[config.mk]
export PLATFORM = sky130hd
export DESIGN_NAME = l15_anycore_resp_queue_flat
export DESIGN_NICKNAME = d
export VERILOG_FILES = /design/src/rtl/l15_anycore_resp_queue_if.sv /design/src/rtl/l15_anycore_resp_queue.sv /design/src/flat_wrapper.sv
export SDC_FILE = /design/constraint.sdc
export NUM_CORES = 1
export LEC_CHECK = 0
export BUFFER_PORTS_ARGS = -buffer_cell sky130_fd_sc_hd__clkbuf_2
export CAP_MARGIN = 20
export CORE_AREA = 2 2 305 307
export DETAILED_ROUTE_END_ITERATION = 16
export DIE_AREA = 0 0 307 309
export PLACE_DENSITY_LB_ADDON = 0.12
export REMOVE_ABC_BUFFERS = 1
export SETUP_SLACK_MARGIN = 0.1
export SYNTH_ARGS = -nofsm -noshare
export SYNTH_HDL_FRONTEND = slang
export SYNTH_SLANG_ARGS = --single-unit
[constraint.sdc]
create_clock -name clk -period 30.5 [get_ports clk]
set_input_delay 1.525 -clock clk [delete_from_list [all_inputs] [get_ports clk]]
set_output_delay 1.525 -clock clk [all_outputs]
set_load 0.1 [all_outputs]
[src/rtl/l15_anycore_resp_queue_if.sv]
// rtl/l15_anycore_resp_queue_if.sv - L1.5 response bus and anycore fill/counter handshake bundle
interface l15_anycore_resp_queue_if #(
   parameter int PADDR_W  = 40,
   parameter int IC_WORDS = 4,
   parameter int DC_WORDS = 2
);
   logic                     l15_val;
   logic [3:0]               l15_returntype;
   logic [PADDR_W-1:0]       l15_address;
   logic [63:0]              l15_data_0;
   logic [63:0]              l15_data_1;
   logic [63:0]              l15_data_2;
   logic [63:0]              l15_data_3;
   logic                     req_ack;
   logic                     ic_valid;
   logic                     ic_ready;
   logic [PADDR_W-1:0]       ic_addr;
   logic [IC_WORDS*64-1:0]   ic_data;
   logic                     dc_valid;
   logic                     dc_ready;
   logic [PADDR_W-1:0]       dc_addr;
   logic [DC_WORDS*64-1:0]   dc_data;
   logic                     dc_ld_req;
   logic                     dc_st_req;
   logic                     dc_stall;
   logic                     st_complete;
   logic                     anycore_int;
   logic                     proto_err;

   modport master (
      output l15_val, l15_returntype, l15_address, l15_data_0, l15_data_1, l15_data_2, l15_data_3,
      output ic_ready, dc_ready, dc_ld_req, dc_st_req,
      input  req_ack, ic_valid, ic_addr, ic_data, dc_valid, dc_addr, dc_data,
      input  dc_stall, st_complete, anycore_int, proto_err
   );

   modport slave (
      input  l15_val, l15_returntype, l15_address, l15_data_0, l15_data_1, l15_data_2, l15_data_3,
      input  ic_ready, dc_ready, dc_ld_req, dc_st_req,
      output req_ack, ic_valid, ic_addr, ic_data, dc_valid, dc_addr, dc_data,
      output dc_stall, st_complete, anycore_int, proto_err
   );
endinterface

[src/rtl/l15_anycore_resp_queue.sv]
// rtl/l15_anycore_resp_queue.sv - L1.5 response decoder with per-channel fill FIFOs and outstanding-request stall
module l15_anycore_resp_queue_fifo #(
   parameter int W     = 8,
   parameter int DEPTH = 2
) (
   input  logic         clk,
   input  logic         rst_n,
   input  logic         i_push,
   input  logic [W-1:0] i_wdata,
   input  logic         i_pop,
   output logic         o_full,
   output logic         o_empty,
   output logic [W-1:0] o_rdata
);
   localparam int AW = $clog2(DEPTH);
   localparam int PW = AW + 1;
   localparam logic [PW-1:0] PTR_ONE = PW'(1);

   logic [W-1:0]  r_mem [DEPTH];
   logic [PW-1:0] r_wp;
   logic [PW-1:0] r_rp;
   logic          w_do_push;
   logic          w_do_pop;

   // Extra pointer bit distinguishes full from empty when the index bits match.
   assign o_empty   = (r_wp == r_rp);
   assign o_full    = (r_wp[AW] != r_rp[AW]) && (r_wp[AW-1:0] == r_rp[AW-1:0]);
   assign o_rdata   = r_mem[r_rp[AW-1:0]];
   assign w_do_push = i_push && !o_full;
   assign w_do_pop  = i_pop && !o_empty;

   always_ff @(posedge clk or negedge rst_n) begin
      if (!rst_n) begin
         r_wp <= '0;
         r_rp <= '0;
      end else begin
         if (w_do_push) r_wp <= r_wp + PTR_ONE;
         if (w_do_pop)  r_rp <= r_rp + PTR_ONE;
      end
   end

   always_ff @(posedge clk) begin
      if (w_do_push) r_mem[r_wp[AW-1:0]] <= i_wdata;
   end
endmodule

module l15_anycore_resp_queue #(
   parameter int PADDR_W         = 40,
   parameter int IC_WORDS        = 4,
   parameter int DC_WORDS        = 2,
   parameter int FIFO_DEPTH      = 2,
   parameter int MAX_OUTSTANDING = 2,
   parameter bit BYTE_SWAP       = 1'b1
) (
   input  logic                              clk,
   input  logic                              rst_n,
   l15_anycore_resp_queue_if.slave           bus
);
   localparam logic [3:0] LOAD_RET  = 4'b0000;
   localparam logic [3:0] IFILL_RET = 4'b0001;
   localparam logic [3:0] ST_ACK    = 4'b0100;
   localparam logic [3:0] INT_RET   = 4'b0111;
   localparam int CW = $clog2(MAX_OUTSTANDING + 1);
   localparam int SW = CW + 1;
   localparam int IW = PADDR_W + IC_WORDS * 64;
   localparam int DW = PADDR_W + DC_WORDS * 64;
   localparam logic [CW-1:0] CNT_ONE = CW'(1);

   function automatic logic [63:0] f_swap(input logic [63:0] w);
      logic [63:0] r;
      for (int j = 0; j < 8; j++) r[8*(7-j) +: 8] = w[8*j +: 8];
      return r;
   endfunction

   logic [63:0]          w_word [4];
   logic [IC_WORDS*64-1:0] w_ic_line;
   logic [DC_WORDS*64-1:0] w_dc_line;
   logic                 w_is_ifill, w_is_load, w_is_st, w_is_int;
   logic                 w_ic_full, w_ic_empty, w_dc_full, w_dc_empty;
   logic                 w_ic_push, w_dc_push, w_ic_pop, w_dc_pop;
   logic [IW-1:0]        w_ic_head;
   logic [DW-1:0]        w_dc_head;
   logic                 w_ack, w_st_acc, w_int_acc;
   logic [SW-1:0]        w_sum;
   logic                 w_stall, w_one_left;
   logic                 w_drop_stall, w_drop_pair;
   logic                 w_ld_inc, w_st_inc, w_ld_under, w_st_under;
   logic [CW-1:0]        r_ld_cnt, r_st_cnt;
   logic                 r_st_complete, r_anycore_int, r_proto_err;

   always_comb begin
      w_word[0] = BYTE_SWAP ? f_swap(bus.l15_data_0) : bus.l15_data_0;
      w_word[1] = BYTE_SWAP ? f_swap(bus.l15_data_1) : bus.l15_data_1;
      w_word[2] = BYTE_SWAP ? f_swap(bus.l15_data_2) : bus.l15_data_2;
      w_word[3] = BYTE_SWAP ? f_swap(bus.l15_data_3) : bus.l15_data_3;
      w_ic_line = '0;
      w_dc_line = '0;
      for (int k = 0; k < IC_WORDS; k++) w_ic_line[64*k +: 64] = w_word[k];
      for (int k = 0; k < DC_WORDS; k++) w_dc_line[64*k +: 64] = w_word[k];
   end

   assign w_is_ifill = (bus.l15_returntype == IFILL_RET);
   assign w_is_load  = (bus.l15_returntype == LOAD_RET);
   assign w_is_st    = (bus.l15_returntype == ST_ACK);
   assign w_is_int   = (bus.l15_returntype == INT_RET);

   // Fill acks look only at registered full, so a same-cycle pop never frees a slot early.
   assign w_ack     = bus.l15_val && (w_is_ifill ? !w_ic_full : (w_is_load ? !w_dc_full : 1'b1));
   assign w_ic_push = bus.l15_val && w_is_ifill && !w_ic_full;
   assign w_dc_push = bus.l15_val && w_is_load && !w_dc_full;
   assign w_st_acc  = bus.l15_val && w_is_st;
   assign w_int_acc = bus.l15_val && w_is_int && (bus.l15_data_0[17:16] == 2'b01);
   assign w_ic_pop  = !w_ic_empty && bus.ic_ready;
   assign w_dc_pop  = !w_dc_empty && bus.dc_ready;

   l15_anycore_resp_queue_fifo #(.W(IW), .DEPTH(FIFO_DEPTH)) u_ic_fifo (
      .clk     (clk),
      .rst_n   (rst_n),
      .i_push  (w_ic_push),
      .i_wdata ({bus.l15_address, w_ic_line}),
      .i_pop   (w_ic_pop),
      .o_full  (w_ic_full),
      .o_empty (w_ic_empty),
      .o_rdata (w_ic_head)
   );

   l15_anycore_resp_queue_fifo #(.W(DW), .DEPTH(FIFO_DEPTH)) u_dc_fifo (
      .clk     (clk),
      .rst_n   (rst_n),
      .i_push  (w_dc_push),
      .i_wdata ({bus.l15_address, w_dc_line}),
      .i_pop   (w_dc_pop),
      .o_full  (w_dc_full),
      .o_empty (w_dc_empty),
      .o_rdata (w_dc_head)
   );

   assign w_sum        = {1'b0, r_ld_cnt} + {1'b0, r_st_cnt};
   assign w_stall      = (w_sum >= SW'(MAX_OUTSTANDING));
   assign w_one_left   = (w_sum == SW'(MAX_OUTSTANDING - 1));
   assign w_drop_stall = w_stall && (bus.dc_ld_req || bus.dc_st_req);
   // Two requests racing for the last slot are both rejected rather than arbitrated.
   assign w_drop_pair  = !w_stall && bus.dc_ld_req && bus.dc_st_req && w_one_left;
   assign w_ld_inc     = bus.dc_ld_req && !w_stall && !w_drop_pair;
   assign w_st_inc     = bus.dc_st_req && !w_stall && !w_drop_pair;
   assign w_ld_under   = w_dc_pop && !w_ld_inc && (r_ld_cnt == '0);
   assign w_st_under   = w_st_acc && !w_st_inc && (r_st_cnt == '0);

   always_ff @(posedge clk or negedge rst_n) begin
      if (!rst_n) begin
         r_ld_cnt      <= '0;
         r_st_cnt      <= '0;
         r_st_complete <= 1'b0;
         r_anycore_int <= 1'b0;
         r_proto_err   <= 1'b0;
      end else begin
         if (w_ld_inc && !w_dc_pop)                         r_ld_cnt <= r_ld_cnt + CNT_ONE;
         else if (!w_ld_inc && w_dc_pop && r_ld_cnt != '0)  r_ld_cnt <= r_ld_cnt - CNT_ONE;
         if (w_st_inc && !w_st_acc)                         r_st_cnt <= r_st_cnt + CNT_ONE;
         else if (!w_st_inc && w_st_acc && r_st_cnt != '0)  r_st_cnt <= r_st_cnt - CNT_ONE;
         r_st_complete <= w_st_acc;
         r_anycore_int <= w_int_acc;
         r_proto_err   <= r_proto_err || w_drop_stall || w_drop_pair || w_ld_under || w_st_under;
      end
   end

   assign bus.req_ack     = w_ack;
   assign bus.ic_valid    = !w_ic_empty;
   assign bus.ic_addr     = w_ic_head[IW-1 -: PADDR_W];
   assign bus.ic_data     = w_ic_head[IC_WORDS*64-1:0];
   assign bus.dc_valid    = !w_dc_empty;
   assign bus.dc_addr     = w_dc_head[DW-1 -: PADDR_W];
   assign bus.dc_data     = w_dc_head[DC_WORDS*64-1:0];
   assign bus.dc_stall    = w_stall;
   assign bus.st_complete = r_st_complete;
   assign bus.anycore_int = r_anycore_int;
   assign bus.proto_err   = r_proto_err;
endmodule

[src/flat_wrapper.sv]
// flat-port wrapper written by rule: the top's interface ports become plain ports
module l15_anycore_resp_queue_flat 
#(
   parameter int PADDR_W         = 40,
   parameter int IC_WORDS        = 4,
   parameter int DC_WORDS        = 2,
   parameter int FIFO_DEPTH      = 2,
   parameter int MAX_OUTSTANDING = 2,
   parameter bit BYTE_SWAP       = 1'b1
)
  (clk, rst_n, bus_l15_val, bus_l15_returntype, bus_l15_address, bus_l15_data_0, bus_l15_data_1, bus_l15_data_2, bus_l15_data_3, bus_ic_ready, bus_dc_ready, bus_dc_ld_req, bus_dc_st_req, bus_req_ack, bus_ic_valid, bus_ic_addr, bus_ic_data, bus_dc_valid, bus_dc_addr, bus_dc_data, bus_dc_stall, bus_st_complete, bus_anycore_int, bus_proto_err);
  l15_anycore_resp_queue_if #(.PADDR_W(PADDR_W), .IC_WORDS(IC_WORDS), .DC_WORDS(DC_WORDS)) bus_i ();
  input  logic clk;
  input  logic rst_n;
  input wire logic [$bits(bus_i.l15_val)-1:0] bus_l15_val;
  input wire logic [$bits(bus_i.l15_returntype)-1:0] bus_l15_returntype;
  input wire logic [$bits(bus_i.l15_address)-1:0] bus_l15_address;
  input wire logic [$bits(bus_i.l15_data_0)-1:0] bus_l15_data_0;
  input wire logic [$bits(bus_i.l15_data_1)-1:0] bus_l15_data_1;
  input wire logic [$bits(bus_i.l15_data_2)-1:0] bus_l15_data_2;
  input wire logic [$bits(bus_i.l15_data_3)-1:0] bus_l15_data_3;
  input wire logic [$bits(bus_i.ic_ready)-1:0] bus_ic_ready;
  input wire logic [$bits(bus_i.dc_ready)-1:0] bus_dc_ready;
  input wire logic [$bits(bus_i.dc_ld_req)-1:0] bus_dc_ld_req;
  input wire logic [$bits(bus_i.dc_st_req)-1:0] bus_dc_st_req;
  output wire logic [$bits(bus_i.req_ack)-1:0] bus_req_ack;
  output wire logic [$bits(bus_i.ic_valid)-1:0] bus_ic_valid;
  output wire logic [$bits(bus_i.ic_addr)-1:0] bus_ic_addr;
  output wire logic [$bits(bus_i.ic_data)-1:0] bus_ic_data;
  output wire logic [$bits(bus_i.dc_valid)-1:0] bus_dc_valid;
  output wire logic [$bits(bus_i.dc_addr)-1:0] bus_dc_addr;
  output wire logic [$bits(bus_i.dc_data)-1:0] bus_dc_data;
  output wire logic [$bits(bus_i.dc_stall)-1:0] bus_dc_stall;
  output wire logic [$bits(bus_i.st_complete)-1:0] bus_st_complete;
  output wire logic [$bits(bus_i.anycore_int)-1:0] bus_anycore_int;
  output wire logic [$bits(bus_i.proto_err)-1:0] bus_proto_err;
  assign bus_i.l15_val = bus_l15_val;
  assign bus_i.l15_returntype = bus_l15_returntype;
  assign bus_i.l15_address = bus_l15_address;
  assign bus_i.l15_data_0 = bus_l15_data_0;
  assign bus_i.l15_data_1 = bus_l15_data_1;
  assign bus_i.l15_data_2 = bus_l15_data_2;
  assign bus_i.l15_data_3 = bus_l15_data_3;
  assign bus_i.ic_ready = bus_ic_ready;
  assign bus_i.dc_ready = bus_dc_ready;
  assign bus_i.dc_ld_req = bus_dc_ld_req;
  assign bus_i.dc_st_req = bus_dc_st_req;
  assign bus_req_ack = bus_i.req_ack;
  assign bus_ic_valid = bus_i.ic_valid;
  assign bus_ic_addr = bus_i.ic_addr;
  assign bus_ic_data = bus_i.ic_data;
  assign bus_dc_valid = bus_i.dc_valid;
  assign bus_dc_addr = bus_i.dc_addr;
  assign bus_dc_data = bus_i.dc_data;
  assign bus_dc_stall = bus_i.dc_stall;
  assign bus_st_complete = bus_i.st_complete;
  assign bus_anycore_int = bus_i.anycore_int;
  assign bus_proto_err = bus_i.proto_err;
  l15_anycore_resp_queue #(.PADDR_W(PADDR_W), .IC_WORDS(IC_WORDS), .DC_WORDS(DC_WORDS), .FIFO_DEPTH(FIFO_DEPTH), .MAX_OUTSTANDING(MAX_OUTSTANDING), .BYTE_SWAP(BYTE_SWAP)) u_core (.clk(clk), .rst_n(rst_n), .bus(bus_i));
endmodule
==> results.cfg, run 1 <==
[sta]
period_needed_ns = 5.912
clock.fmax_mhz = 169.1
final_hold_viol_count = 0
period_share_pct = 19.38
setup_tns_ns = 0
tightest_slew_ns = 1.040
setup_viol = 0
slew-limit-headroom_pct = 30.67
drv_slew = 0
skew_ns = 0.03695
rsz0062_at_grt = no

[floorplanning]
start_util_pct = 37.40
dieArea_um2 = 94860
rows = 111
core-area_um2 = 91390
chipHeight_um = 309
ios = 778
die_x_um = 307

[yosys]
synthCells = 1530
synth_top_area_share_pct = 81.53
synthTopCellsByArea = edfxtp_1 (82%), mux2_2 (15%), dfrtp_1 (1.1%)
syn_area_per_cell_um2 = 22.34
synth_cell_type_count = 38
seq_area_frac_synth_pct = 82.63
synth_warnings = 0
synth_area_um2 = 34180
synth_top_area_cell = edfxtp_1
ys_seq_elements = 943

[clocking]
clock_sinks = 943
hold_buffers = 0
cts_resized = 0
cts_tree = done
worstSkewPairLatency_ns = 0.68
cts_setup_buffers = 0
htreeDepth = 3
cts_made_buffers = 100
clock_path_buffers = 3
path_clk_slew_ns = 0.06
clockRootBuffer = clkbuf_16

[place]
dp_hpwl_um = 56840
dp_cells = 3459
routabilityCongestion = 0.7712
io_buffers = 777

[global_routing]
grt_pass1_wl_um = 119800
overflow = 0
grt_pass1_vias = 18250
grt_max_degree = 114
grt_usage_pct = 17.26
antenna_found_initial = 17

[power]
leakage_nw = 15.39
cellPowerDensity_nw_per_um2 = 109.0
p_total_mw = 4.647
ir_drop_mv = 0.07017

[status]
status = complete, no violations

[critical_path]
critical_path_class = reg -> out
arrival_ns = 4.39
end_kind = primary output
cp.required_ns = 28.98
path_max_fanout = 70
cp-start-kind = register

[drt]
drc = 0
finalWirelength_um = 84380
drt_iter0_drc = 888
drtAntennaViolNets = 0
drtPass1Iterations = 5
avgViaCountPerCell = 4.737
wl_per_cell_um = 23.18
dr_total_vias = 17250

[final_layout]
area_growth_pct = 24.74
final_cells = 3641
final_nets = 2684
fin_util_pct = 46.65
drive_gt1_share_pct = 56.97
fill_cells = 7829

[min_path]
hold_class = reg -> reg

[run]
drv_cap = 0
-- sequential cells by signal, summed over array words and instances, names as in the netlist --
register and cells:
u_core.u_ic_fifo.r_wp 2, u_core.bus.st_complete 1, u_core.r_st_cnt 2, u_core.u_dc_fifo.r_wp 2, u_core.u_dc_fifo.r_rp 2, u_core.u_dc_fifo.r_mem 336, u_core.r_ld_cnt 2, u_core.u_ic_fifo.r_rp 2
u_core.bus.proto_err 1, u_core.u_ic_fifo.r_mem 592, u_core.bus.anycore_int 1
-- cells in the final DEF (no fill, tap or decap), types with 2 or more instances in the layout --
| cell | count |
|---|---|
| nor2_4 | 2 |
| nand3_1 | 4 |
| clkbuf_2 | 777 |
| bufinv_16 | 9 |
| clkinv_2 | 10 |
| inv_16 | 2 |
| o21ai_0 | 2 |
| nor3_1 | 5 |
| and3_1 | 3 |
| clkbuf_1 | 25 |
| xor2_1 | 3 |
| buf_4 | 19 |
| clkinv_1 | 25 |
| dfrtp_4 | 2 |
| clkbuf_16 | 100 |
| edfxtp_1 | 928 |
| diode_2 | 3 |
| xnor2_1 | 10 |
| a21oi_1 | 4 |
| clkinv_8 | 3 |
| dfrtp_1 | 13 |
| nand2b_1 | 2 |
| mux2_2 | 464 |
| inv_6 | 4 |
| nand2_1 | 6 |
| inv_1 | 3 |
| nor2_1 | 4 |
-- worst paths after layout --
| kind | cells past startpoint | slack [ns] | startpoint | end |
|---|---|---|---|---|
| setup / recovery | 4 | 24.59 | u_core.u_ic_fifo.r_rp[0]$_DFFE_PN0P_ | bus_ic_addr[26] |
| hold / removal | 1 | 0.48 | u_core.bus.proto_err$_DFF_PN0_ | u_core.bus.proto_err$_DFF_PN0_ |
| setup reg to reg | 7 | 25.98 | u_core.u_ic_fifo.r_rp[0]$_DFFE_PN0P_ | u_core.u_ic_fifo.r_mem[0][258]$_DFFE_PP_ |
| hold reg to reg | 1 | 0.48 | u_core.bus.proto_err$_DFF_PN0_ | u_core.bus.proto_err$_DFF_PN0_ |
| max in group asynchronous | 1 | 29.35 | rst_n | u_core.u_ic_fifo.r_rp[0]$_DFFE_PN0P_ |
| min in group asynchronous | 1 | 0.78 | rst_n | u_core.bus.anycore_int$_DFF_PN0_ |
-- kinds of logic after synthesis --
kind of cell | Yosys count | share of synthesized area [%]
fa+ha+maj | 2 | 0.09518
xor+xnor | 13 | 0.3331
buf+inv | 58 | 0.8054
flops | 943 | 82.63
simple gates | 36 | 0.5675
compound gates | 14 | 0.2783
mux | 464 | 15.29
-- through the flow --
step	hold slack, ns	worst slack [ns]	area (um^2)
after floorplan	0.4607	9.949	33920
after global placement	0.4703	25.01	39490
after detailed placement	0.4607	24.90	39490
after CTS	0.4813	24.44	42630
after global routing	0.5080	24.30	42630
final	0.4794	24.59	42630
-- report_power, final --
group | total [mW] | internal (mW) | switching [mW]
Combinational | 1.98 | 0.362 | 1.61
Sequential | 1.50 | 1.46 | 0.0400
Clock | 1.17 | 0.679 | 0.489
Total | 4.65 | 2.50 | 2.14
-- critical path: stages, from the launching register on --
cell	delay (ns)
dfrtp_4	1.00
buf_4	0.82
buf_4	0.82
mux2_2	0.44
clkbuf_2	0.38
-- cell type report --
cell class / instances / area [um^2] / share of cell area [%]
Antenna cell: 3 / 7.507 / 0.01761
Clock buffer: 125 / 2596 / 6.090
Tap cell: 1186 / 1484 / 3.481
Timing Repair Buffer: 797 / 4051 / 9.503
Inverter: 4 / 20.02 / 0.04696
Sequential cell: 943 / 28250 / 66.26
Multi-Input combinational cell: 529 / 5680 / 13.32
Clock inverter: 54 / 545.5 / 1.280
-- per-layer routing --
layer  global-route usage (%)  wire length, um
met3                    7.536             8018
met1                    18.23            29830
met5                        0              187
met2                    31.09            44420
met4                    5.003             1923
-- Yosys cell counts (all sizes together) --
cell     count
a311o        1
a21bo        1
dfrtp       15
a31oi        1
inv          4
a22oi        1
nand4b       1
nor3         5
o21a         1
buf         42
or3b         1
and3         4
clkbuf      12
nand3        4
o2111ai      1
a21oi        4
nand2b       2
and4         1
nor2         6
nand4        1
xor2         3
nor4         1
or2          1
o21ai        2
fa           1
nor2b        1
a21boi       1
nand2        6
xnor2       10
a211oi       1
edfxtp     928
ha           1
nand3b       1
mux2       464
or4          1
Power figures use the tool's default switching activity.
==> inputs of run 2 (changes only) <==
clock period = 4.9 ns   (was 30.5 ns; I/O delays follow)
==> run 2 against run 1 <==
Count of clock-buffer cells in the layout grew 5. Flip-flop and latch count is the same. Critical path depth shrank 1. Sequential power grew to 6.2 times the previous value. Wire length grew 2.8%.
==> results.cfg, run 2 (synthesized netlist as in run 1, its figures left out) <==
[status]
status = complete, no violations

[sta]
period_share_pct = 71.77
whs_ns = 0.06721
tightest_slew_ns = 1.051
skew_ns = 0.02113
slew-limit-headroom_pct = 29.95
fin_ws_ns = 1.383
setup_viol = 0
period_needed_ns = 3.517
final_hold_viol_count = 0
rsz0062_at_grt = no
drv_slew = 0
clock.fmax_mhz = 284.4
setup_tns_ns = 0

[place]
dp_slack_ns = 1.797
dp_hpwl_um = 58430
io_buffers = 777
dpl_cell_area_um2 = 39700
routabilityCongestion = 0.7817

[critical_path]
cp-start-kind = register
cp-startpoint = u_core.u_ic_fifo.r_rp[0]$_DFFE_PN0P_
path_max_fanout = 139
critical_path_class = reg -> out
r2r-start = u_core.u_ic_fifo.r_rp[0]$_DFFE_PN0P_
rr_worst_depth = 6
end_kind = primary output
cp-endpoint = bus_ic_data[118]
r2r_end = u_core.u_ic_fifo.r_mem[0][94]$_DFFE_PP_
rrSetupSlack_ns = 1.86
arrival_ns = 3.27
cp.required_ns = 4.66

[drt]
finalWirelength_um = 86730
dr_total_vias = 18500
drtPass1Iterations = 5
drt_iter0_drc = 1040
drtAntennaViolNets = 0
avgViaCountPerCell = 4.656
drc = 0
wl_per_cell_um = 21.83

[clocking]
clockRootBuffer = clkbuf_16
worstSkewPairLatency_ns = 0.68
cts_made_buffers = 102
clock_path_buffers = 3
cts_tree = done
htreeDepth = 3
clock_sinks = 943
path_clk_slew_ns = 0.06

[global_routing]
grt_usage_pct = 17.73
grt_pass1_vias = 19740
grt_pass1_wl_um = 124500
grt_max_degree = 140
antenna_found_initial = 7
overflow = 0

[floorplanning]
ios = 778
dieArea_um2 = 94860
die_x_um = 307
chipHeight_um = 309
rows = 111
core-area_um2 = 91390
start_util_pct = 37.40

[min_path]
hold_class = in -> async

[final_layout]
drive_gt1_share_pct = 51.17
final_nets = 3007
final_cell_mix = edfxtp_1 (928), clkbuf_2 (777), mux2_2 (464)
area_growth_pct = 34.71
final_common_cell = edfxtp_1
largest_reg_flops = 592
fin_util_pct = 50.38
final_area_um2 = 46040

[power]
leakage_nw = 16.84
ir_drop_mv = 0.5920
cellPowerDensity_nw_per_um2 = 636.7

[run]
drv_cap = 0
## run 2: changes by cell type in the layout (fill, tap and decap cells not counted), sizes merged
cell | previous run | this run
buf | 20 | 33
clkbuf | 902 | 907
clkinv | 39 | 42
clkinvlp | 1 | 2
diode | 3 | 6
dlygate4sd3 | 0 | 308
inv | 9 | 8
## run 2: what timing repair did
item | 4_1_cts | 5_1_grt
hold endpoints to repair | 951 | 0
setup buffers | 0 | 0
hold buffers | 308 | 0
gates resized for setup | 0 | 0
## run 2: through the flow
| stage | power (mW) | std cells |
|---|---|---|
| after floorplan | 19.02 | 1476 |
| after global placement | 21.93 | 3472 |
| after detailed placement | 21.96 | 3472 |
| after CTS | 29.63 | 3967 |
| after global routing | 30.20 | 3972 |
| final | 29.31 | 3973 |
## run 2: power breakdown
part / internal [mW] / total, mW / switching [mW]
Combinational: 2.44 / 12.5 / 10.1
Clock: 4.36 / 7.41 / 3.05
Sequential: 9.10 / 9.35 / 0.252
Total: 15.9 / 29.3 / 13.4
## run 2: final cells by class
class / instances / area (um^2)
sequential: 943 / 28250
timing repair buffer: 1118 / 7345
fill: 7671 / 45340
clock inverter: 57 / 549.3
inverter: 4 / 20.02
multi-input combinational: 529 / 5680
tap: 1186 / 1484
antenna: 6 / 15.01
clock buffer: 130 / 2698
## run 2: worst min path at each step
| stage | slack, ns | startpoint | end | cells past startpoint |
|---|---|---|---|---|
| after floorplan | -0.05 | rst_n | u_core.bus.anycore_int$_DFF_PN0_ | 0 |
| after global placement | 0.22 | rst_n | u_core.bus.anycore_int$_DFF_PN0_ | 1 |
| after detailed placement | 0.22 | rst_n | u_core.bus.anycore_int$_DFF_PN0_ | 1 |
| after CTS | 0.01 | rst_n | u_core.bus.anycore_int$_DFF_PN0_ | 2 |
| after global routing | 0.08 | rst_n | u_core.bus.anycore_int$_DFF_PN0_ | 2 |
| final | 0.07 | rst_n | u_core.bus.anycore_int$_DFF_PN0_ | 2 |
## run 2: critical path: stages (launching register included)
cell and delay, ns:
dfrtp_4 0.89, buf_12 0.51, mux2_2 0.44, clkbuf_2 0.37
## run 2: metal layers
metal	track usage (%)	wire length, um	vias to the layer above
li1	-	-	8478
met1	20.35	33240	9321
met2	30.91	44650	579
met3	5.529	6081	118
met4	7.011	2728	4
met5	0	27	-
